`src/rtl/int_vector_dot_accumulator.sv`:
```
// Streaming dot-product accumulator: element-wise multiply, registered reduction,
// and per-group accumulation with a held output register and valid/ready handshakes.
module int_vector_dot_accumulator #(
   parameter int unsigned DataWidth = 8,
   parameter int unsigned Size      = 16,
   parameter int unsigned Signed    = 1,
   parameter int unsigned AccWidth  = 32,
   parameter int unsigned Saturate  = 0,
   parameter int unsigned BeatWidth = 16
) (
   input  logic                            clk_i,
   input  logic                            rst_i,
   input  logic                            in_valid_i,
   output logic                            in_ready_o,
   input  logic                            in_last_i,
   input  logic [Size-1:0][DataWidth-1:0]  op0_vec_i,
   input  logic [Size-1:0][DataWidth-1:0]  op1_vec_i,
   output logic                            out_valid_o,
   input  logic                            out_ready_i,
   output logic [AccWidth-1:0]             acc_o,
   output logic [BeatWidth-1:0]            beats_o,
   output logic                            overflow_o
);

   localparam int unsigned ProdWidth = 2 * DataWidth;
   localparam int unsigned LogSize   = $clog2(Size);
   localparam int unsigned SumWidth  = ProdWidth + LogSize;
   localparam int unsigned ExtWidth  = AccWidth + 1;
   localparam bit          IsSigned  = (Signed != 0);
   localparam bit          DoSat     = (Saturate != 0);

   if (Size < 2 || (Size & (Size - 1)) != 0) begin : g_bad_size
      $error("Size must be a power of 2 and at least 2");
   end
   if (AccWidth < SumWidth) begin : g_bad_acc
      $error("AccWidth must be at least SumWidth");
   end

   logic                                 stall;
   logic [Size-1:0][ProdWidth-1:0]       prod_c;
   logic [ProdWidth-1:0]                 a_ext, b_ext;
   logic [SumWidth-1:0]                  sum_c;
   logic [ExtWidth-1:0]                  ext_sum_c, base_c, total_c;
   logic [AccWidth-1:0]                  acc_next_c;
   logic [BeatWidth-1:0]                 cnt_next_c;
   logic                                 ovf_add_c, ovf_next_c;

   logic [Size-1:0][ProdWidth-1:0]       p_prod_q;
   logic                                 p_valid_q, p_last_q;
   logic [SumWidth-1:0]                  t_sum_q;
   logic                                 t_valid_q, t_last_q;
   logic [AccWidth-1:0]                  acc_q;
   logic [BeatWidth-1:0]                 cnt_q;
   logic                                 ovf_q, first_q;
   logic                                 a_valid_q, a_last_q;

   assign stall      = out_valid_o & ~out_ready_i;
   assign in_ready_o = ~stall;

   // Operands are extended to ProdWidth so the low half of the product is exact
   // for both signed and unsigned operands.
   always_comb begin
      a_ext  = '0;
      b_ext  = '0;
      prod_c = '0;
      for (int i = 0; i < int'(Size); i++) begin
         a_ext     = {{DataWidth{IsSigned & op0_vec_i[i][DataWidth-1]}}, op0_vec_i[i]};
         b_ext     = {{DataWidth{IsSigned & op1_vec_i[i][DataWidth-1]}}, op1_vec_i[i]};
         prod_c[i] = a_ext * b_ext;
      end
   end

   // Full-precision reduction of the registered products.
   always_comb begin
      sum_c = '0;
      for (int i = 0; i < int'(Size); i++) begin
         sum_c = sum_c + {{LogSize{IsSigned & p_prod_q[i][ProdWidth-1]}}, p_prod_q[i]};
      end
   end

   // Accumulate one extra bit wide so overflow is visible in the top two bits.
   always_comb begin
      ext_sum_c  = {{(ExtWidth-SumWidth){IsSigned & t_sum_q[SumWidth-1]}}, t_sum_q};
      base_c     = first_q ? '0 : {IsSigned & acc_q[AccWidth-1], acc_q};
      total_c    = base_c + ext_sum_c;
      ovf_add_c  = IsSigned ? (total_c[AccWidth] ^ total_c[AccWidth-1]) : total_c[AccWidth];
      acc_next_c = total_c[AccWidth-1:0];
      if (DoSat && ovf_add_c) begin
         if (!IsSigned)             acc_next_c = '1;
         else if (total_c[AccWidth]) acc_next_c = {1'b1, {(AccWidth-1){1'b0}}};
         else                        acc_next_c = {1'b0, {(AccWidth-1){1'b1}}};
      end
      cnt_next_c = first_q ? BeatWidth'(1) : ((&cnt_q) ? cnt_q : cnt_q + BeatWidth'(1));
      ovf_next_c = (~first_q & ovf_q) | ovf_add_c;
   end

   // Pipeline and accumulator; the whole chain freezes while a result is refused.
   always_ff @(posedge clk_i or posedge rst_i) begin
      if (rst_i) begin
         p_prod_q    <= '0;
         p_valid_q   <= 1'b0;
         p_last_q    <= 1'b0;
         t_sum_q     <= '0;
         t_valid_q   <= 1'b0;
         t_last_q    <= 1'b0;
         acc_q       <= '0;
         cnt_q       <= '0;
         ovf_q       <= 1'b0;
         first_q     <= 1'b1;
         a_valid_q   <= 1'b0;
         a_last_q    <= 1'b0;
         out_valid_o <= 1'b0;
         acc_o       <= '0;
         beats_o     <= '0;
         overflow_o  <= 1'b0;
      end else if (!stall) begin
         p_valid_q <= in_valid_i;
         p_last_q  <= in_valid_i & in_last_i;
         if (in_valid_i) p_prod_q <= prod_c;
         t_valid_q <= p_valid_q;
         t_last_q  <= p_last_q;
         if (p_valid_q) t_sum_q <= sum_c;
         a_valid_q <= t_valid_q;
         a_last_q  <= t_last_q;
         if (t_valid_q) begin
            acc_q   <= acc_next_c;
            cnt_q   <= cnt_next_c;
            ovf_q   <= ovf_next_c;
            first_q <= t_last_q;
         end
         // Output register reads the closed group while the next group may start in acc_q.
         out_valid_o <= a_valid_q & a_last_q;
         if (a_valid_q & a_last_q) begin
            acc_o      <= acc_q;
            beats_o    <= cnt_q;
            overflow_o <= ovf_q;
         end
      end
   end

endmodule

```
`config.mk`:
```
export PLATFORM = sky130hd
export DESIGN_NAME = int_vector_dot_accumulator
export DESIGN_NICKNAME = d
export VERILOG_FILES = /design/src/rtl/int_vector_dot_accumulator.sv
export SDC_FILE = /design/constraint.sdc
export NUM_CORES = 2
export LEC_CHECK = 0
export CAP_MARGIN = 20
export CORE_MARGIN = 5
export CORE_UTILIZATION = 57
export CTS_CLUSTER_DIAMETER = 150
export CTS_CLUSTER_SIZE = 24
export DETAILED_ROUTE_END_ITERATION = 8
export PLACE_DENSITY = 0.85
export RECOVER_POWER = 25
export SYNTH_ARGS = -nofsm -noshare
export SYNTH_HDL_FRONTEND = slang
export SYNTH_SLANG_ARGS = --single-unit
```
`constraint.sdc`:
```
create_clock -name clk_i -period 11.5 [get_ports clk_i]
set_clock_uncertainty 0.15 [all_clocks]
set_input_delay 1.725 -clock clk_i [delete_from_list [all_inputs] [get_ports clk_i]]
set_output_delay 1.725 -clock clk_i [all_outputs]
set_load 0.1 [all_outputs]
```
### After elaboration in Yosys (flattened, before gate mapping)

Cells that the tools add are included.

* add/sub/neg operators: 17
* $mul: 16
* equal/unequal tests: 1
* mux-type cells: 3
* bitwise logic cells: 9
* reduce and logical (&&, ||, !) cells: 6

Operator list (number)
* 8-bit by 8-bit multiplier with 16-bit output: 16
* 20-bit adder: 11
* 33-bit adder: 1
* 33-bit 2-to-1 mux: 1
* 16-bit 2-to-1 mux: 2
* 19-bit by 16-bit adder with 20-bit output: 1
* 18-bit by 16-bit adder with 19-bit output: 1
* 17-bit by 16-bit adder with 18-bit output: 1
* 16-bit by 16-bit adder with 17-bit output: 1
* 16-bit by 1-bit adder with 16-bit output (second input constant): 1
* 16-bit AND reduction: 1
* 2-bit AND reduction: 4
* 1-bit bitwise AND: 4
* 1-bit inverter: 3
* 3-bit AND reduction: 1
* 2-bit != test (second input constant): 1
* 1-bit bitwise OR: 1
* 1-bit XOR: 1

* bits in registers: 382
* input port bits: 261
* output and inout port bits: 51
* logic and storage cells: 83

### Logic depth before layout (Yosys ltp)

* depth in word-level cells: 15
* mapped depth: 25
* depth with buffers taken out: 25

### Worst setup path after synthesis

OpenSTA, ideal clock, no wires.

* kind: register to register
* start: reg p_prod_q[98] (netlist bit)
* end: reg t_sum_q[16]
* setup time: 0.125 ns
* arrival time: 5.754 ns
* required time: 11.225 ns
* slack: 5.471 ns
* cell stages (with the launch flop): 24
* buffers on the path: 0
* period minus slack after synthesis: 6.029 ns
* cells stage by stage: dfrtp_1 -> fa_1 -> inv_1 -> fa_1 -> inv_1 -> fa_1 -> fa_1 -> fa_1 -> inv_1 -> fa_1 -> inv_1 -> ha_1 -> inv_1 -> fa_1 -> nor2b_1 -> o21ai_0 -> a21boi_0 -> o21ai_0 -> a211o_1 -> a311oi_1 -> o21a_1 -> nor2_1 -> xnor2_1 -> mux2_2

* cells in the longest elaborated chain, start to end: 10

RTL lines
* from (decl): line 48 `logic [Size-1:0][ProdWidth-1:0] p_prod_q;`
* from (signal assigned): line 119 `if (in_valid_i) p_prod_q <= prod_c;`
* 20-bit adder (10 in series): line 77 `sum_c = sum_c + {{LogSize{IsSigned & p_prod_q[i][ProdWidth-1]}}, p_prod_q[i]};`
* to (signal assigned): line 122 `if (p_valid_q) t_sum_q <= sum_c;`
* to (decl): line 50 `logic [SumWidth-1:0] t_sum_q;`

Every way passes these cells.
A chain may end at the register's enable or synchronous reset.

### Final worst setup path

* start: reg p_prod_q[210] (netlist bit)
* end: reg t_sum_q[16]

* cells in the longest elaborated chain, start to end: 3

RTL lines (line)
* 20-bit adder (3 in series): 77

Every way passes these cells.

==> results.toml <==
[finish]
stdcell_count = 7984
final_common_cell = "inv_1"
syn2layout_area_growth_pct = 8.530
layout.nets = 8480
drive_gt1_frac = 0.01502
final_cell_mix = "1490 x inv_1, 1113 x fa_1, 672 x nand2_1"

[logic_synthesis]
syn-cell-area_um2 = 60140
synthSimpleGateAreaFrac = 0.1483
ys_seq_area_frac = 0.1590
synth_edf_count = 0
synth.distinct_cells = 51
async_reset_ff_frac = 1.000
syn_area_per_cell_um2 = 9.489
synth_seq_cells = 382
muxShareOfSynthArea = 0.01082
syn_nets = 8234
synth_xor_area_frac = 0.03670
syn_inst = 6338
synth_top_family_by_area = "adder cells"
synth_ff_type = "dfrtp_1"
synth_compound_area_frac = 0.06701
yosys_warnings = 0
synth_fa_ha_area_frac = 0.4791

[drt]
ant_nets = 0
vias = 42620
drt-pass1-iter-count = 5
drt-wirelength-per-cell_um = 17.82
vias_per_cell = 5.338
drc = 0
drt_iter0_drc = 2800
wl_um = 142300

[clock_tree]
h-tree-depth = 1
cts-buffers-inserted = 19
cts_tree = "done"
cts_setup_buffers = 0
clock_latency_ns = 0.57
cts_hold_buf = 0
clock-sinks = 382
clockRootBuffer = "clkbuf_16"
ctsLongestPathBuffers = 3
clk_pin_slew_ns = 0.11
cts_resized = 0

[sta]
slew_headroom = -1.896
slew_violations = 252
min_period_ns = 6.630
timing.final.ws_setup_ns = 4.870
fin_crit_sh = 0.5765
rsz0062_at_grt = "false"
max_slew.worst_pin.slew_ns = 4.344
finalHoldViolations = 0
tns_ns = 0
fmax_ghz = 0.1508
finalHoldWorstSlack_ns = 0.3334
setup_viol = 0

[global_route]
antenna_found_initial = 3
grt_pass1_wl_um = 238200
grt_max_degree = 176
grt_remaining_overflow = 0
grt.total_usage = 0.2611
grt_pass1_vias = 46540

[placed_design]
dp_slack_ns = 4.548
dp_cells = 7953
hpwl_um = 122900
io_buffers = 311
globalplace.congestion = 0.9534

[die]
pin_count = 312
dieArea_um2 = 112100
die_y_um = 334.8
die_width_um = 334.8
row_count = 119
coreArea_um2 = 105100
initial_utilization = 0.5721

[job]
maxCapViolations = 2

[min_path]
hold_class = "reg -> reg"
hp-start = "p_prod_q[202]$_DFFE_PP0P_"
min_to = "p_prod_q[202]$_DFFE_PP0P_"
min_path_cells = 2

[worst_setup_path]
ff2ff_path_depth = 23
r2r_end = "t_sum_q[16]$_DFFE_PP0P_"
critPathCaptureType = "register"
ff2ff_setup_slack_ns = 4.87
cp_data_required_time_ns = 11.81
worst-setup-path-type = "reg -> reg"
r2r_start = "p_prod_q[210]$_DFFE_PP0P_"
cp-start-kind = "register"
critPathMaxFanout = 3
critPathArrivalTime_ns = 6.94

[run_status]
outcome = "complete, but fails checks"
violations = "capacitance limit, slew limit"
-- metrics by stage --
stage,instance area (um2),utilization
2_1_floorplan,60150,-
3_5_place_dp,64760,0.6161
4_1_cts,65290,0.6211
3_3_place_gp,64760,0.6161
5_1_grt,65270,0.6209
6_report,65270,0.6209
-- cell type report --
| type | instances | area (um2) |
|---|---|---|
| repair buffers | 323 | 3206 |
| multi-input cells | 4367 | 44640 |
| inverters | 1491 | 5598 |
| well taps | 1391 | 1740 |
| clock buffers | 28 | 519.2 |
| diodes | 1 | 2.502 |
| flip-flops and latches | 382 | 9560 |
| fillers | 8533 | 39850 |
| clock inverters | 1 | 8.758 |
-- worst max path at each step --
stage / startpoint / to / cells past startpoint
2_1_floorplan: rst_i / a_last_q$_DFFE_PP0N_ / 1
3_3_place_gp: op0_vec_i[38] / p_prod_q[79]$_DFFE_PP0P_ / 20
3_5_place_dp: op0_vec_i[67] / p_prod_q[142]$_DFFE_PP0P_ / 19
4_1_cts: p_prod_q[210]$_DFFE_PP0P_ / t_sum_q[16]$_DFFE_PP0P_ / 23
5_1_grt: rst_i / cnt_q[8]$_DFFE_PP0P_ / 4
6_report: p_prod_q[210]$_DFFE_PP0P_ / t_sum_q[16]$_DFFE_PP0P_ / 23
-- synth_stat cells (56+ instances only) --
library cell  count  share of area
ha_1            522           0.11
mux2_2           56          0.010
xnor2_1         176          0.026
nand2_1         674          0.042
nor2_1          110         0.0069
a21oi_1         133          0.011
clkbuf_1         88         0.0055
xor2_1           76          0.011
and2_1          590          0.061
dfrtp_1         381           0.16
nand2b_1        148          0.015
inv_1          1490          0.093
o21ai_0         326          0.027
fa_1           1113           0.37
-- sequential cells by signal, summed over array words and instances (netlist names), 16 cells and up --
signal    count
p_prod_q    256
acc_o        32
acc_q        32
t_sum_q      20
beats_o      16
cnt_q        16
-- worst max-delay path, stage by stage (launching register included) --
cell and delay (ns):
dfrtp_1 0.39, inv_1 0.14, fa_1 0.52, fa_1 0.59, inv_1 0.06, fa_1 0.49, fa_1 0.50, fa_1 0.49
inv_1 0.05, fa_1 0.44, inv_1 0.07, ha_1 0.16, inv_1 0.06, fa_1 0.45, nor2b_1 0.12, o21ai_0 0.10
a21boi_0 0.27, o21ai_0 0.19, a211o_1 0.33, a311oi_1 0.33, o21a_1 0.17, nor2_1 0.05, xnor2_1 0.12, mux2_2 0.26
-- kinds of logic (layout without fill, tap and decap cells) --
group	Yosys count	after routing
other	0	1
AO/OA/AOI/OAI	683	683
AND/OR/NAND/NOR	1739	1739
XOR/XNOR	252	252
buffers and inverters	1589	1843
flip-flops	382	382
adder cells (fa/ha/maj)	1635	1635
multiplexers	58	58
-- per-layer routing --
layer,share of wire,vias to the layer above,GRT usage
met5,0.00018,-,0
met4,0.039,4,0.08295
met3,0.055,265,0.02890
met2,0.51,1237,0.4603
met1,0.40,21470,0.3411
li1,-,19650,-
Power is not shown: default switching activity piles up to over one toggle a cycle in this logic, so the estimate is an artifact.
